**src/rtl/branch_target_stage.sv**
```systemverilog
// -----------------------------------------------------------------------------
// branch_target_stage
//
// Registered branch-resolution stage at the ID/EX boundary. It takes the
// sign-extended immediate, scales it by four, adds it to PC+4 to form the
// branch target, and compares the two register operands to decide whether
// the branch is taken. A taken branch raises a single-cycle redirect request
// toward IF, even while the stage is held by a multi-cycle stall.
//
// Optional feature macro: BRANCH_STATS_EN
//   Defined   : retired-branch and taken-branch counters are generated.
//   Undefined : br_count_o / tk_count_o are tied to zero.
//
// Parameters
//   DATA_W  width of PC, immediate and operand buses
//   STAT_W  width of the statistics counters
//
// Ports
//   clk_i       system clock, rising edge
//   rst_i       synchronous reset, active-high (beats flush and stall)
//   valid_i     upstream instruction valid
//   stall_i     hold stage contents
//   flush_i     squash the instruction in the stage (beats stall)
//   branch_i    instruction is a conditional branch
//   br_type_i   00=BEQ 01=BNE 10=BLEZ 11=BGTZ
//   pc_plus4_i  PC+4 of the instruction
//   imm_ext_i   sign-extended offset, unshifted
//   rs_data_i   first operand
//   rt_data_i   second operand (unused by BLEZ/BGTZ)
//   valid_o     stage holds a live instruction
//   taken_o     registered branch decision
//   target_o    registered branch target
//   pc_plus4_o  registered PC+4 passthrough
//   redirect_o  one-shot PC redirect request
//   br_count_o  branches retired
//   tk_count_o  taken branches retired
// -----------------------------------------------------------------------------
module branch_target_stage #(
    parameter int DATA_W = 32,
    parameter int STAT_W = 32
) (
    input  logic              clk_i,
    input  logic              rst_i,
    input  logic              valid_i,
    input  logic              stall_i,
    input  logic              flush_i,
    input  logic              branch_i,
    input  logic [1:0]        br_type_i,
    input  logic [DATA_W-1:0] pc_plus4_i,
    input  logic [DATA_W-1:0] imm_ext_i,
    input  logic [DATA_W-1:0] rs_data_i,
    input  logic [DATA_W-1:0] rt_data_i,
    output logic              valid_o,
    output logic              taken_o,
    output logic [DATA_W-1:0] target_o,
    output logic [DATA_W-1:0] pc_plus4_o,
    output logic              redirect_o,
    output logic [STAT_W-1:0] br_count_o,
    output logic [STAT_W-1:0] tk_count_o
);

    localparam logic [1:0] BR_BEQ  = 2'b00;
    localparam logic [1:0] BR_BNE  = 2'b01;
    localparam logic [1:0] BR_BLEZ = 2'b10;
    localparam logic [1:0] BR_BGTZ = 2'b11;

    // Word offset to byte offset; the top two immediate bits fall off and the
    // carry out of the add is dropped, so the result wraps modulo 2^DATA_W.
    function automatic logic [DATA_W-1:0] calc_target(
        input logic [DATA_W-1:0] pc_plus4,
        input logic [DATA_W-1:0] imm
    );
        logic [DATA_W-1:0] offset;
        offset = imm << 2;
        return pc_plus4 + offset;
    endfunction

    function automatic logic branch_decide(
        input logic [1:0]        br_type,
        input logic [DATA_W-1:0] rs,
        input logic [DATA_W-1:0] rt
    );
        logic signed [DATA_W-1:0] rs_s;
        logic                     result;
        rs_s   = signed'(rs);
        result = 1'b0;
        case (br_type)
            BR_BEQ:  result = (rs == rt);
            BR_BNE:  result = (rs != rt);
            BR_BLEZ: result = (rs_s <= 0);
            BR_BGTZ: result = (rs_s > 0);
            default: result = 1'b0;
        endcase
        return result;
    endfunction

    // ---- stage p0: combinational target and decision from the inputs ----
    logic [DATA_W-1:0] target_p0;
    logic              taken_p0;
    logic              load_p0;

    assign target_p0 = calc_target(pc_plus4_i, imm_ext_i);
    assign taken_p0  = valid_i & branch_i & branch_decide(br_type_i, rs_data_i, rt_data_i);
    assign load_p0   = ~flush_i & ~stall_i;

    // ---- stage p1: registered stage contents ----
    logic              vld_p1;
    logic              taken_p1;
    logic [DATA_W-1:0] target_p1;
    logic [DATA_W-1:0] pc_plus4_p1;
    logic              redirect_done_p1;
    logic              redirect_p1;

    // Redirect fires once per held instruction; redirect_done remembers that
    // IF has already been told while the stage is stalled.
    assign redirect_p1 = vld_p1 & taken_p1 & ~redirect_done_p1;

    always_ff @(posedge clk_i) begin
        if (rst_i) begin
            vld_p1           <= 1'b0;
            taken_p1         <= 1'b0;
            target_p1        <= '0;
            pc_plus4_p1      <= '0;
            redirect_done_p1 <= 1'b0;
        end else if (flush_i) begin
            vld_p1           <= 1'b0;
            taken_p1         <= 1'b0;
            redirect_done_p1 <= 1'b0;
        end else if (stall_i) begin
            if (redirect_p1) begin
                redirect_done_p1 <= 1'b1;
            end
        end else begin
            vld_p1           <= valid_i;
            taken_p1         <= taken_p0;
            target_p1        <= target_p0;
            pc_plus4_p1      <= pc_plus4_i;
            redirect_done_p1 <= 1'b0;
        end
    end

    assign valid_o    = vld_p1;
    assign taken_o    = taken_p1;
    assign target_o   = target_p1;
    assign pc_plus4_o = pc_plus4_p1;
    assign redirect_o = redirect_p1;

`ifdef BRANCH_STATS_EN
    logic              is_branch_p1;
    logic              retire_p1;
    logic [STAT_W-1:0] br_cnt_p1;
    logic [STAT_W-1:0] tk_cnt_p1;

    // An instruction retires when it leaves the stage by being replaced by a
    // load, i.e. it was live and was neither held nor squashed.
    assign retire_p1 = vld_p1 & load_p0;

    always_ff @(posedge clk_i) begin
        if (rst_i) begin
            is_branch_p1 <= 1'b0;
            br_cnt_p1    <= '0;
            tk_cnt_p1    <= '0;
        end else begin
            if (load_p0) begin
                is_branch_p1 <= branch_i;
            end
            if (retire_p1) begin
                if (is_branch_p1) begin
                    br_cnt_p1 <= br_cnt_p1 + 1'b1;
                end
                if (taken_p1) begin
                    tk_cnt_p1 <= tk_cnt_p1 + 1'b1;
                end
            end
        end
    end

    assign br_count_o = br_cnt_p1;
    assign tk_count_o = tk_cnt_p1;
`else
    logic unused_load;
    assign unused_load = load_p0;
    assign br_count_o  = '0;
    assign tk_count_o  = '0;
`endif

endmodule

```
**config.mk**
```make
export PLATFORM = sky130hd
export DESIGN_NAME = branch_target_stage
export DESIGN_NICKNAME = d
export VERILOG_FILES = /design/src/rtl/branch_target_stage.sv
export SDC_FILE = /design/constraint.sdc
export NUM_CORES = 1
export LEC_CHECK = 0
export CAP_MARGIN = 20
export CORE_MARGIN = 8
export CORE_UTILIZATION = 37
export CTS_BUF_LIST = sky130_fd_sc_hd__clkbuf_4 sky130_fd_sc_hd__clkbuf_8
export CTS_CLUSTER_DIAMETER = 150
export CTS_CLUSTER_SIZE = 20
export DETAILED_ROUTE_END_ITERATION = 10
export PLACE_DENSITY = 0.75
export SYNTH_ARGS = -nofsm -noshare
export SYNTH_HDL_FRONTEND = slang
export SYNTH_SLANG_ARGS = --single-unit
```
**constraint.sdc**
```tcl
create_clock -name clk_i -period 7.5 [get_ports clk_i]
set_clock_uncertainty 0.1 [all_clocks]
set_input_delay 1.125 -clock clk_i [delete_from_list [all_inputs] [get_ports clk_i]]
set_output_delay 1.125 -clock clk_i [all_outputs]
set_load 0.05 [all_outputs]
```
# Word level (Yosys, flattened, before mapping)
# Cells that the tools add are included.
[word_totals]
elab_cells = 25
register_bits = 67
[classes]
bitwise = 7
magnitude_cmp = 2
eq_ne = 5
n_reduce_logical = 4
n_addsub = 1
mux = 1
[op_table]
columns = ["operator", "count"]
rows = [
  ["$add A32 B32 Y32", 1],
  ["$eq A32 B32 Y1", 1],
  ["$gt A32 B1 Y1 const B", 1],
  ["$le A32 B1 Y1 const B", 1],
  ["$ne A32 B32 Y1", 1],
  ["$and A1 B1 Y1", 4],
  ["$eq A2 B2 Y1 const B", 2],
  ["$pmux W1 S4", 1],
  ["$not A1 Y1", 3],
  ["$reduce_or A3 Y1", 1],
  ["$eq A2 B1 Y1 const B", 1],
  ["$logic_not A2 Y1", 1],
  ["$reduce_and A2 Y1", 1],
  ["$reduce_or A2 Y1", 1],
]

# Longest topological paths before layout
# Gate-level depths: netlist of the first run.
[depth]
ltp_word = 3
mapped_depth = 10
ltp_nobuf = 10

# Least setup slack after synthesis of the first run
# OpenSTA, ideal clock, no wires.
[synth_timing]
path_type = "in2reg"
start = "in pc_plus4_i[2]"
end = "reg target_p1[26] (netlist: target_o[26])"
arrival_time_ns = 3.006
path_stages = 10
slack_ns = 4.331
setup_ns = 0.063
n_path_buf = 0
path_cell_list = "ha_1 > inv_1 > fa_1 > nand2b_1 > a21oi_1 > o21ai_1 > a21oi_4 > nor3_1 > or4_1 > nand3_1"
[synth_via]
elab_chain_len = 1
[synth_rtl]
columns = ["item", "line_no", "source"]
rows = [
  ["from (decl)", "49", "input logic [DATA_W-1:0] pc_plus4_i,"],
  ["$add A32 B32 Y32", "75", "return pc_plus4 + offset;"],
  ["to (signal assigned)", "136", "target_p1 <= target_p0;"],
  ["to (decl)", "109", "logic [DATA_W-1:0] target_p1;"],
]
# No other way between the ends.
# A chain may end at the register's enable or synchronous reset.

# Final worst setup path of the first run
# Same ends and word-level chain as after synthesis.

==> results of run 1 <==
[synthesized netlist by cell type, types with 6 or more instances]
library cell               instances  area share
sky130_fd_sc_hd__nand2_1         116       0.088
sky130_fd_sc_hd__nand4_1           8       0.010
sky130_fd_sc_hd__o21ai_0          16       0.016
sky130_fd_sc_hd__clkbuf_1         10      0.0076
sky130_fd_sc_hd__nor4_1           12       0.015
sky130_fd_sc_hd__nand3_1          20       0.020
sky130_fd_sc_hd__ha_1             29       0.074
sky130_fd_sc_hd__xor2_1           20       0.036
sky130_fd_sc_hd__inv_1            16       0.012
sky130_fd_sc_hd__a21o_1            8       0.012
sky130_fd_sc_hd__xnor2_1          22       0.039
sky130_fd_sc_hd__a21oi_1          65       0.066
sky130_fd_sc_hd__buf_4            67        0.10
sky130_fd_sc_hd__a211oi_1          8       0.012
sky130_fd_sc_hd__dfxtp_1          65        0.26
sky130_fd_sc_hd__nor3_1            6      0.0061
sky130_fd_sc_hd__o21ai_1          11       0.011
sky130_fd_sc_hd__a31oi_1           6      0.0076
sky130_fd_sc_hd__nor2_1           25       0.019
[sequential cells by signal (all words and copies together) (netlist names)]
signal	count
pc_plus4_o	30
redirect_done_p1	1
taken_o	1
target_o	32
valid_o	1
[per-stage QoR]
stage	cell area (um^2)	std cells	hold slack, ps	worst slack, ps
final	6910	1000	350	3820
after global routing	6910	1000	376	3640
after CTS	6910	1000	352	3870
after detailed placement	6740	984	342	3530
after global placement	6740	984	338	3530
after floorplan	5170	695	337	4330
[cells by family after synthesis]
logic type      count (synthesis)  share of synthesized area
xor+xnor                       42                     0.0746
compound gates                158                      0.210
buf+inv                       108                      0.151
flops                          65                      0.264
other cells                     1                   0.000760
mux                             3                    0.00609
fa+ha+maj                      30                     0.0776
simple gates                  225                      0.216
[power by group through the flow]
stage | logic [mW] | clock network [mW] | registers (mW)
finish | 0.467 | 0.268 | 0.376
global route | 0.498 | 0.294 | 0.379
CTS | 0.466 | 0.277 | 0.376
detailed placement | 0.463 | 0 | 0.384
global placement | 0.461 | 0 | 0.383
floorplan | 0.264 | 0 | 0.454
[layout make-up]
class / count / area share
multi-input combinational: 522 / 0.453
tap: 176 / 0.0319
clock inverter: 6 / 0.00507
inverter: 18 / 0.00978
clock buffer: 10 / 0.0190
sequential: 65 / 0.188
timing repair buffer: 203 / 0.292
[worst reg2reg max path, delay by kind of cell, from the launching register on]
family	cells	cell delay, ps
flip-flops	1	320
AO/OA/AOI/OAI	2	280
[metal layers]
metal,track usage,share of wire
met2,0.339,0.51
met1,0.196,0.39
met5,0,0
met3,0.0736,0.091
met4,0.0459,0.013
[worst max-delay path by stage]
stage	slack, ps	endpoint	startpoint	depth (start not counted)
global route	3640	target_o[26]$_SDFFE_PP0P_	pc_plus4_i[2]	11
global placement	3530	target_o[26]$_SDFFE_PP0P_	pc_plus4_i[2]	11
detailed placement	3530	target_o[26]$_SDFFE_PP0P_	pc_plus4_i[2]	11
floorplan	4330	target_o[26]$_SDFFE_PP0P_	pc_plus4_i[2]	10
CTS	3870	target_o[26]$_SDFFE_PP0P_	pc_plus4_i[2]	11
finish	3820	target_o[26]$_SDFFE_PP0P_	pc_plus4_i[2]	11
[cells in the final DEF (no fill, tap or decap), drive strengths merged, types with 4 or more instances in the layout]
cell type	netlist	final
nor2	26	26
o211ai	4	4
o22ai	6	6
xor2	20	20
and2	4	4
clkdlybuf4s50	0	199
a21o	9	9
clkinv	1	5
nand2	117	117
nand4	8	8
ha	29	29
xnor2	22	22
a211oi	9	9
o21ai	27	27
nor4	12	12
buf	75	4
conb	1	64
inv	17	17
nand3	22	22
or3	5	5
dfxtp	65	65
clkbuf	15	10
nand2b	5	5
nor3	7	7
and3	5	5
a21oi	68	68
a31oi	6	6
o2111ai	4	4
==> results by stage, run 1 <==
Die:
- Row generation in the floorplan step produced 42 rows.
- The floorplan step defined a die boundary enclosing 17300 um^2.
- The floorplan step set the die height to 131 um.
- The region available for standard cell placement spans 13100 um^2.
- From left edge to right edge, the die measures 131 um.
- The initial utilization of the core area, before any placement, comes to 0.376.
- During I/O placement, the number of pins put on the boundary was 267.

STA:
- Setup repair after global routing left no endpoint under its margin.
- In the final timing run, aggregate negative setup slack is 0 ps.
- The ratio of final minimum period to clock period is 0.491.
- The count of final setup violators is 0.
- For the finished layout, the period the worst path requires is 3680 ps.
- The actual transition at the worst max-transition pin is 892 ps.
- The number of failing hold endpoints at the final stage is 0.
- In this run the tightest slew margin relative to its limit is 0.403.
- Static timing analysis puts the maximum clock frequency at 0.272 GHz.
- The max-slew violation count was 0.

Pwr:
- Of the total power, the share spent switching nets is 0.407.
- The share of total power dissipated in sequential elements is 0.338.
- The internal power summed over all cells is 658 uW.
- The power density over the cells is 161 nW/um^2.
- Summing internal, switching and leakage power gives 1.11 mW.
- Of the total power, the clock network draws 0.241.
- The share of total power dissipated in combinational logic is 0.421.
- Summed over all nets, the switching power comes to 452 uW.
- Across the VDD grid, the largest voltage drop is 0.0725 mV.
- For this design the static power due to leakage is 2.68 nW.

Critical path:
- The number of cells on the worst reg-to-reg path is 2.
- The highest fanout seen on the critical path is 5.
- Data on the critical path arrives at its endpoint at 3860 ps.
- The worst flop-to-flop path startpoint is target_o[16]$_SDFFE_PP0P_.
- The class of the most critical setup path is in2reg.
- The critical path data required time is 7680 ps.
- The family of cells with the greatest summed delay on the critical path is simple AND/OR/NAND/NOR gates.
- The cell with the biggest individual delay on the critical path is sky130_fd_sc_hd__clkdlybuf4s50_1.
- The worst-case register-to-register setup slack is 6660 ps.
- Together, buffers and inverters on the worst path number 2.
- On the worst path, the slowest cell contributes a delay of 490 ps.
- STA classifies the critical path startpoint as an input port.
- The critical path goes through clkdlybuf4s50_1 -> ha_1 -> inv_1 -> fa_1 -> nand2b_1 -> a21oi_1 -> o21ai_1 -> a21oi_4 -> nor3_1 -> or4_1 -> nand3_1.
- The destination of the worst register-to-register timing path is target_o[16]$_SDFFE_PP0P_.
- The type of element capturing the critical path is a flop.

Detailed routing:
- The count of routing violations after the opening detailed-route iteration is 279.
- The aggregate routed wire length is 16.6 mm.
- The final routed wire length divided by cell count is 16.6 um.
- In the routed design, unresolved DRC markers number 0.
- After detailed routing, the number of vias per cell comes to 4.96.
- The detail route stage leaves a number of antenna-violating nets equal to 0.
- The total vias in the final route is 4959.
- The total iterations of the first detailed-routing run is 7.

Clock tree:
- The root buffer cell is sky130_fd_sc_hd__clkbuf_8.
- TritonCTS built the clock tree.
- The H-tree level count is 3.
- The number of resized instances in the post-cts repair step is 0.
- The clock sink total is 65.
- In this run, post-CTS hold repair placed 0 buffers.
- The number of setup buffers added after CTS is 0.
- The later pin in the worst-skew pair is clocked with a latency of 350 ps.
- The number of buffers inserted during clock tree synthesis is 9.
- The clock passes through at most 2 buffers.
- Clock-pin slew was measured on the worst setup and hold paths at 70 ps.

Place:
- At the end of routability-driven placement, the weighted congestion stood at 0.873.
- Summed over all nets, the half-perimeter wirelength after detailed placement is 13.4 mm.
- Input and output buffers added on the ports amount to 200.

Layout:
- The layout has 1262 filler cells.
- The utilization after layout is 0.526.
- The final antenna diode count is 0.
- In the final layout, the share of cells above drive strength 1 is 0.0558.
- For this run, the post-layout net count is 985.
- The area overhead of the layout relative to synthesis is 40.0%.
- Summing all multi-input logic gate instances after layout gives 3130 um^2.
- Summing all flip-flop and latch instances after layout gives 1300 um^2.

Yosys:
- The synthesized netlist contains 77 unique library cells.
- The post-synthesis area per instance is 7.81 um^2.
- The flop and latch count out of synthesis is 65.
- The cell area after synthesis is 4930 um^2.
- The share of the Yosys chip area taken by registers is 0.264.
- The number of standard cells after synthesis is 632.
- The most used flip-flop cell after synthesis is sky130_fd_sc_hd__dfxtp_1.
- The proportion of synthesized flip-flops having asynchronous set or reset is 0.
- The count of flip-flops with a built-in enable after synthesis is 0.
- The total of warnings raised by yosys is 0.

Run:
- The tool flagged a number of max-cap violations equal to 0.

Worst hold path:
- The beginning of the worst hold path is target_o[7]$_SDFFE_PP0P_.
- The capture endpoint of the worst hold path is target_o[7]$_SDFFE_PP0P_.
- The hold path depth is 2.
- The worst hold path belongs to the class reg2reg.

Status:
- The flow ran to the end, and the final reports show no timing, DRC or antenna violations.

GRT:
- The number of antenna violations at the first check in global routing is 0.
- The pin count of the biggest net entering global routing is 57.
- Across every metal layer, demand over resource in global routing totals 0.186.
- The number of global-route vias before repair is 5110.
- Summed over all layers, the global routing overflow is 0.
- The first-pass GRT wire length is 26.5 mm.
No activity file was read; power rests on OpenSTA's default activity.
==> inputs of run 2 (changes only) <==
- clock period: 7.5 -> 3.65 ns (I/O delays scaled with it)
==> results by stage, run 2 (synthesized netlist as in run 1, its figures left out) <==
Layout:
- From synthesis to final layout, the design area changed by 41.3%.
- The leading cell type in the layout, fill and taps excluded is sky130_fd_sc_hd__clkdlybuf4s50_1.
- The net count of the finished layout came to 986 (+0.10%).
- The filler cell count came to 1325 (+5.0%).
- The flip-flop count of the largest register, all copies and words added was 32 (unchanged).
- The fraction of layout cells with a size suffix above 1 came to 0.0570 (+0.00114).
- The non-filler instance count after layout is 1001 (+0.10%).
- The final antenna diode count was 0 (unchanged).
- Leaving out fill and tap cells, the most frequent cells in the layout are sky130_fd_sc_hd__clkdlybuf4s50_1 (199), sky130_fd_sc_hd__nand2_1 (116), sky130_fd_sc_hd__a21oi_1 (65), sky130_fd_sc_hd__dfxtp_1 (65), sky130_fd_sc_hd__conb_1 (64).

GRT:
- The first-pass GRT wire length is 26.4 mm (-0.31%).
- The final global-route overflow total is 0 (unchanged).
- The number of antenna violations at the first check in global routing was 0 (unchanged).
- The all-layer global routing usage came to 0.186 (about the same).
- The number of global-route vias before repair is 5051 (-1.2%).
- The pin count of the biggest net entering global routing is 56 (-1.8%).

Die:
- The starting density of the core is 0.376 (unchanged).
- The core area is 13100 um^2 (unchanged).
- The die height is 131 um (unchanged).
- The area of the die is 17300 um^2 (unchanged).
- The number of core rows is 42 (unchanged).
- The die width is 131 um (unchanged).
- The top-level port count came to 267 (unchanged).

Detailed routing:
- The met2 layer wire length in the routed design was 8.45 mm (+0.34%).
- The met1 layer wirelength in the final routing is 6.26 mm (-3.5%).
- The final routed wire length divided by cell count is 16.6 um (-0.30%).
- The total iterations of the first detailed-routing run was 4 (-3).
- The post-route DRC violation count is 0 (unchanged).
- The count of routing violations after the opening detailed-route iteration was 298 (+6.8%).
- The detailed router used layers up to and including met4.
- The aggregate routed wire length is 16.6 mm (-0.20%).
- The count of antenna-violating nets left after detailed routing was 0 (unchanged).
- The via count normalized by instance count was 4.98 (+0.38%).
- The detailed-routed wire length on met3 is 1.68 mm (+11%).
- The total vias in the final route was 4983 (+0.48%).

Worst hold path:
- For hold timing, the worst endpoint is target_o[12]$_SDFFE_PP0P_.
- The hold path depth was 2 (unchanged).
- The beginning of the worst hold path is target_o[12]$_SDFFE_PP0P_.
- The class of the tightest hold or removal check is reg2reg.

Clock tree:
- The number of resized instances in the post-cts repair step is 0 (unchanged).
- The number of buffers added for setup after CTS is 0 (unchanged).
- The clock sink total is 65 (unchanged).
- The hold-fix buffer count after cts is 0 (unchanged).
- The number of buffers on the longest clock path is 2 (unchanged).
- TritonCTS built the clock tree.
- The clock input transition at the sequential cells of the worst setup and hold paths is 80 ps (about the same).
- The H-tree level count was 3 (unchanged).
- The root buffer cell is sky130_fd_sc_hd__clkbuf_8.
- The clock network latency to the later pin of the worst-skew pair is 360 ps (about the same).
- The number of buffers inserted during clock tree synthesis came to 9 (unchanged).

Critical path:
- The arrival time at the worst endpoint came to 3260 ps (-600 ps).
- The number of cells on the worst reg-to-reg path is 2 (unchanged).
- The highest fanout seen on the critical path was 5 (unchanged).
- The worst-case register-to-register setup slack is 2800 ps (-3860 ps).
- The largest individual stage delay along the critical path comes from the cell sky130_fd_sc_hd__or4_1.
- The signal on the critical path passes through clkdlybuf4s50_1 -> ha_1 -> inv_1 -> fa_1 -> nand2b_1 -> a21oi_1 -> o21ai_1 -> a21oi_4 -> nor3_1 -> or4_1 -> nand3_1.
- The sort of element at the start of the critical path is an input port.
- The critical path's largest stage delay is 500 ps (about the same).
- The beginning of the critical path is pc_plus4_i[2].
- The type of element capturing the critical path is a flop.
- The critical path data required time was 3860 ps (-3820 ps).
- The class of the most critical setup path is in2reg.
- The endpoint identified for the worst register-to-register timing path is target_o[16]$_SDFFE_PP0P_.
- The worst flop-to-flop path startpoint is target_o[16]$_SDFFE_PP0P_.

Run:
- The max-capacitance violation count is 0 (unchanged).

Place:
- The final weighted congestion of routability-driven global placement is 0.912 (+4.4%).
- The detailed-placement wirelength estimate is 13.6 mm (+1.1%).
- The number of input and output port buffers inserted came to 200 (unchanged).
- The placed instance count is 985 (+0.10%).

STA:
- The actual transition at the worst max-transition pin is 714 ps (-178 ps).
- The shortest clock period the worst path allows after layout is 3050 ps.
- Setup repair after global routing left no endpoint under its margin.
- The count of final setup violators is 0 (unchanged).
- The max-slew violation count was 0 (unchanged).
- The setup TNS is 0 ps (unchanged).
- The number of failing hold endpoints at the final stage is 0 (unchanged).
- Based on the critical path, the design can be clocked at up to 0.328 GHz.
- The relative slew slack was 0.522 (+0.119).
- The ratio of final minimum period to clock period is 0.836.

Status:
- The run finished with clean final reports.

Pwr:
- The peak supply drop is 0.148 mV (+100%).
- The power density over the cells is 350 nW/um^2 (+120%).
- The leakage power total is 2.72 nW (+1.4%).
run 2: changes by cell type in the layout (fill, tap and decap cells not counted):
cell and change:
sky130_fd_sc_hd__bufinv_16 +2, sky130_fd_sc_hd__clkinv_2 -2, sky130_fd_sc_hd__clkinvlp_4 -2, sky130_fd_sc_hd__buf_4 +1, sky130_fd_sc_hd__clkbuf_8 +1, sky130_fd_sc_hd__clkinv_4 +1
run 2: where the power goes:
part / internal, mW / total, mW / switching [mW] / leakage, nW
Clock: 0.410 / 0.709 / 0.300 / 0.117
Combinational: 0.353 / 0.959 / 0.606 / 2.07
Sequential: 0.751 / 0.773 / 0.0213 / 0.532
Total: 1.51 / 2.44 / 0.927 / 2.72
run 2: worst max-delay path by stage:
stage                                 to
3_5_place_dp   target_o[26]$_SDFFE_PP0P_
5_1_grt        target_o[28]$_SDFFE_PP0P_
6_report       target_o[26]$_SDFFE_PP0P_
3_3_place_gp   target_o[26]$_SDFFE_PP0P_
2_1_floorplan  target_o[26]$_SDFFE_PP0P_
4_1_cts        target_o[26]$_SDFFE_PP0P_
run 2: per-layer routing:
metal | vias up | GRT usage
li1 | 2480 | -
met1 | 2266 | 0.191
met2 | 225 | 0.337
met3 | 12 | 0.0873
met4 | 0 | 0.0428
met5 | - | 0
run 2: critical path: cells and delay by family:
kind	cells	cell delay (ps)
simple gates	4	880
compound gates	3	730
fa+ha+maj	2	560
buf+inv	2	530
run 2: cell type report:
type                       instances  area, um^2  area share
clock buffer                      11         145      0.0208
clock inverter                     5        78.8      0.0113
inverter                          18        67.6     0.00969
multi-input combinational        522        3130       0.449
sequential                        65        1300       0.187
tap                              176         220      0.0316
timing repair buffer             204        2030       0.291
run 2: per-stage QoR:
stage | power [mW] | hold WS, ps | setup WS (ps) | cell area (um^2) | utilization
finish | 2.44 | 350 | 598 | 6970 | 0.531
global route | 2.57 | 369 | 377 | 6970 | 0.531
CTS | 2.45 | 353 | 614 | 6970 | 0.531
detailed placement | 1.74 | 343 | 308 | 6750 | 0.514
global placement | 1.74 | 335 | 333 | 6750 | 0.514
floorplan | 1.48 | 337 | 1060 | 5170 | -
==> inputs of run 3 (changes only) <==
- clock period: 3.65 -> 3.1 ns (I/O delays scaled with it)
==> results by stage, run 3 (synthesized netlist as in run 1, its figures left out) <==
Status:
- The run finished with clean final reports.

Detailed routing:
- The via count normalized by instance count is 4.92 (-1.1%).
- The final routed wire length divided by cell count is 16.3 um (-1.6%).
- The met1 layer wirelength in the final routing was 6.38 mm (+2.1%).
- The total vias in the final route came to 5011 (+0.56%).
- The post-route DRC violation count is 0 (unchanged).
- The count of antenna-violating nets left after detailed routing came to 0 (unchanged).
- Signal routing reaches up to met4.
- The detailed-routed wire length on met3 is 1.73 mm (+2.9%).
- The met2 layer wire length in the routed design is 8.12 mm (-3.8%).
- The total iterations of the first detailed-routing run came to 5 (+1).
- The aggregate routed wire length is 16.6 mm (about the same).
- The count of routing violations after the opening detailed-route iteration is 273 (-8.4%).

Clock tree:
- The number of resized instances in the post-cts repair step is 0 (unchanged).
- The CTS tree is done.
- The number of buffers inserted during clock tree synthesis is 9 (unchanged).
- The hold-fix buffer count after cts is 0 (unchanged).
- The number of buffers added for setup after CTS is 0 (unchanged).
- The tree is rooted in a sky130_fd_sc_hd__clkbuf_8.
- The number of buffers on the longest clock path came to 2 (unchanged).
- The H-tree level count came to 3 (unchanged).
- The clock sink total is 65 (unchanged).
- The clock input transition at the sequential cells of the worst setup and hold paths is 80 ps (about the same).
- The clock network latency to the later pin of the worst-skew pair is 350 ps (about the same).

Worst hold path:
- The path class of the tightest hold or removal check is reg2reg.

STA:
- The max-slew violation count is 0 (unchanged).
- The actual transition at the worst max-transition pin was 593 ps (-121 ps).
- The number of failing hold endpoints at the final stage was 0 (unchanged).
- The relative slew slack is 0.605 (+0.0824).
- Setup repair after global routing left no endpoint under its margin.
- The shortest clock period the worst path allows after layout is 2860 ps.
- Dividing the final minimum period by the clock period gives 0.924.
- The count of final setup violators came to 0 (unchanged).
- The final critical-path setup slack was 235 ps (-363 ps).
- The fmax is 0.349 GHz.

Critical path:
- The signal on the critical path passes through clkdlybuf4s50_1 -> ha_1 -> inv_1 -> fa_1 -> nand2b_1 -> a21oi_1 -> o21ai_1 -> a21oi_4 -> nor3_1 -> or4_1 -> nand3_1.
- The worst setup path is launched from an input port.
- The arrival time at the worst endpoint was 3060 ps (-200 ps).
- On the critical path, the stage with the largest delay is an instance of sky130_fd_sc_hd__or4_1.
- The critical path's largest stage delay came to 490 ps (about the same).
- The critical path data required time is 3290 ps (-570 ps).
- The critical path is of the in2reg type.
- The sum of buffers and inverters on the critical path is 2 (unchanged).
- The worst setup path is captured at a flop.
- The highest fanout seen on the critical path is 5 (unchanged).
- The family of cells with the greatest summed delay on the critical path is simple AND/OR/NAND/NOR gates.

Die:
- The area of the die is 17300 um^2 (unchanged).
- The number of core rows came to 42 (unchanged).
- The die height is 131 um (unchanged).
- The die width is 131 um (unchanged).
- The starting density of the core was 0.376 (unchanged).
- The core area is 13100 um^2 (unchanged).
- The top-level port count is 267 (unchanged).

Pwr:
- The power density over the cells is 388 nW/um^2 (+11%).
- The leakage power total was 2.77 nW (+2.0%).
- The total chip power came to 2.74 mW (+12%).
- The peak supply drop is 0.171 mV (+15%).

Place:
- The worst setup slack after placement came to -85.7 ps (-394 ps).
- The number of input and output port buffers inserted is 200 (unchanged).
- The detailed-placement wirelength estimate came to 13.8 mm (+1.5%).
- The final weighted congestion of routability-driven global placement is 0.889 (-2.6%).

GRT:
- The final global-route overflow total is 0 (unchanged).
- The all-layer global routing usage is 0.187 (+0.000492).
- The pin count of the biggest net entering global routing came to 56 (unchanged).
- The first-pass GRT wire length came to 26.6 mm (+0.70%).
- The number of antenna violations at the first check in global routing is 1 (+1).
- The number of global-route vias before repair is 5212 (+3.2%).

Run:
- The max-capacitance violation count is 0 (unchanged).

Layout:
- The filler cell count was 1277 (-3.6%).
- The leading cell type in the layout, fill and taps excluded is sky130_fd_sc_hd__clkdlybuf4s50_1.
- The flip-flop count of the largest register, all copies and words added is 32 (unchanged).
- The net count of the finished layout is 1002 (+1.6%).
- In the layout the commonest cells are sky130_fd_sc_hd__clkdlybuf4s50_1 (199), sky130_fd_sc_hd__nand2_1 (116), sky130_fd_sc_hd__a21oi_1 (65), sky130_fd_sc_hd__dfxtp_1 (65), sky130_fd_sc_hd__conb_1 (64).
- Compared with the post-synthesis result, the final layout area differs by 42.8%.
- The fraction of layout cells with a size suffix above 1 is 0.0749 (+0.0179).
-- run 3: changes by cell type in the layout (fill, tap and decap cells not counted), sizes merged --
| cell | delta |
|---|---|
| buf | +16 |
| bufinv | -2 |
| clkinv | +1 |
| clkinvlp | +1 |
| diode | +1 |
-- run 3: through the flow --
step	setup TNS [ps]	utilization	cells	cell area (um^2)	hold slack [ps]
2_1_floorplan	0	-	695	5170	337
3_3_place_gp	-50.5	0.523	1001	6870	339
3_5_place_dp	-142	0.523	1001	6870	339
4_1_cts	0	0.536	1017	7040	356
5_1_grt	0	0.536	1018	7050	371
6_report	0	0.536	1018	7050	354
-- run 3: worst paths after layout --
path	startpoint	to	slack, ps	cells after the start
max reg2reg	target_o[16]$_SDFFE_PP0P_	target_o[16]$_SDFFE_PP0P_	2270	2
min reg2reg	pc_plus4_o[3]$_SDFFE_PP0P_	pc_plus4_o[3]$_SDFFE_PP0P_	350	2
max	pc_plus4_i[2]	target_o[26]$_SDFFE_PP0P_	240	11
min	pc_plus4_o[3]$_SDFFE_PP0P_	pc_plus4_o[3]$_SDFFE_PP0P_	350	2
-- run 3: area by class of cell --
cell class                 count  area, um^2  area share
sequential                    65        1300       0.185
multi-input combinational    522        3130       0.444
clock inverter                 5        31.3     0.00444
antenna                        1        2.50    0.000355
inverter                      18        67.6     0.00959
timing repair buffer         220        2150       0.305
clock buffer                  11         145      0.0206
tap                          176         220      0.0312
-- run 3: power by group --
part | leakage [nW] | total [mW] | internal [mW] | switching (mW)
logic | 2.15 | 1.15 | 0.434 | 0.716
clock network | 0.0925 | 0.676 | 0.318 | 0.358
registers | 0.532 | 0.909 | 0.884 | 0.0251
-- run 3: layer usage --
metal	global-route usage	vias to the layer above
met3	0.0800	19
met5	0	-
met1	0.196	2261
li1	-	2504
met2	0.330	227
met4	0.0613	0
-- run 3: worst min-delay path, stage by stage, from the launching register on --
cell                      delay (ps)
sky130_fd_sc_hd__dfxtp_1         310
sky130_fd_sc_hd__nand2_1          50
sky130_fd_sc_hd__a21oi_1          50
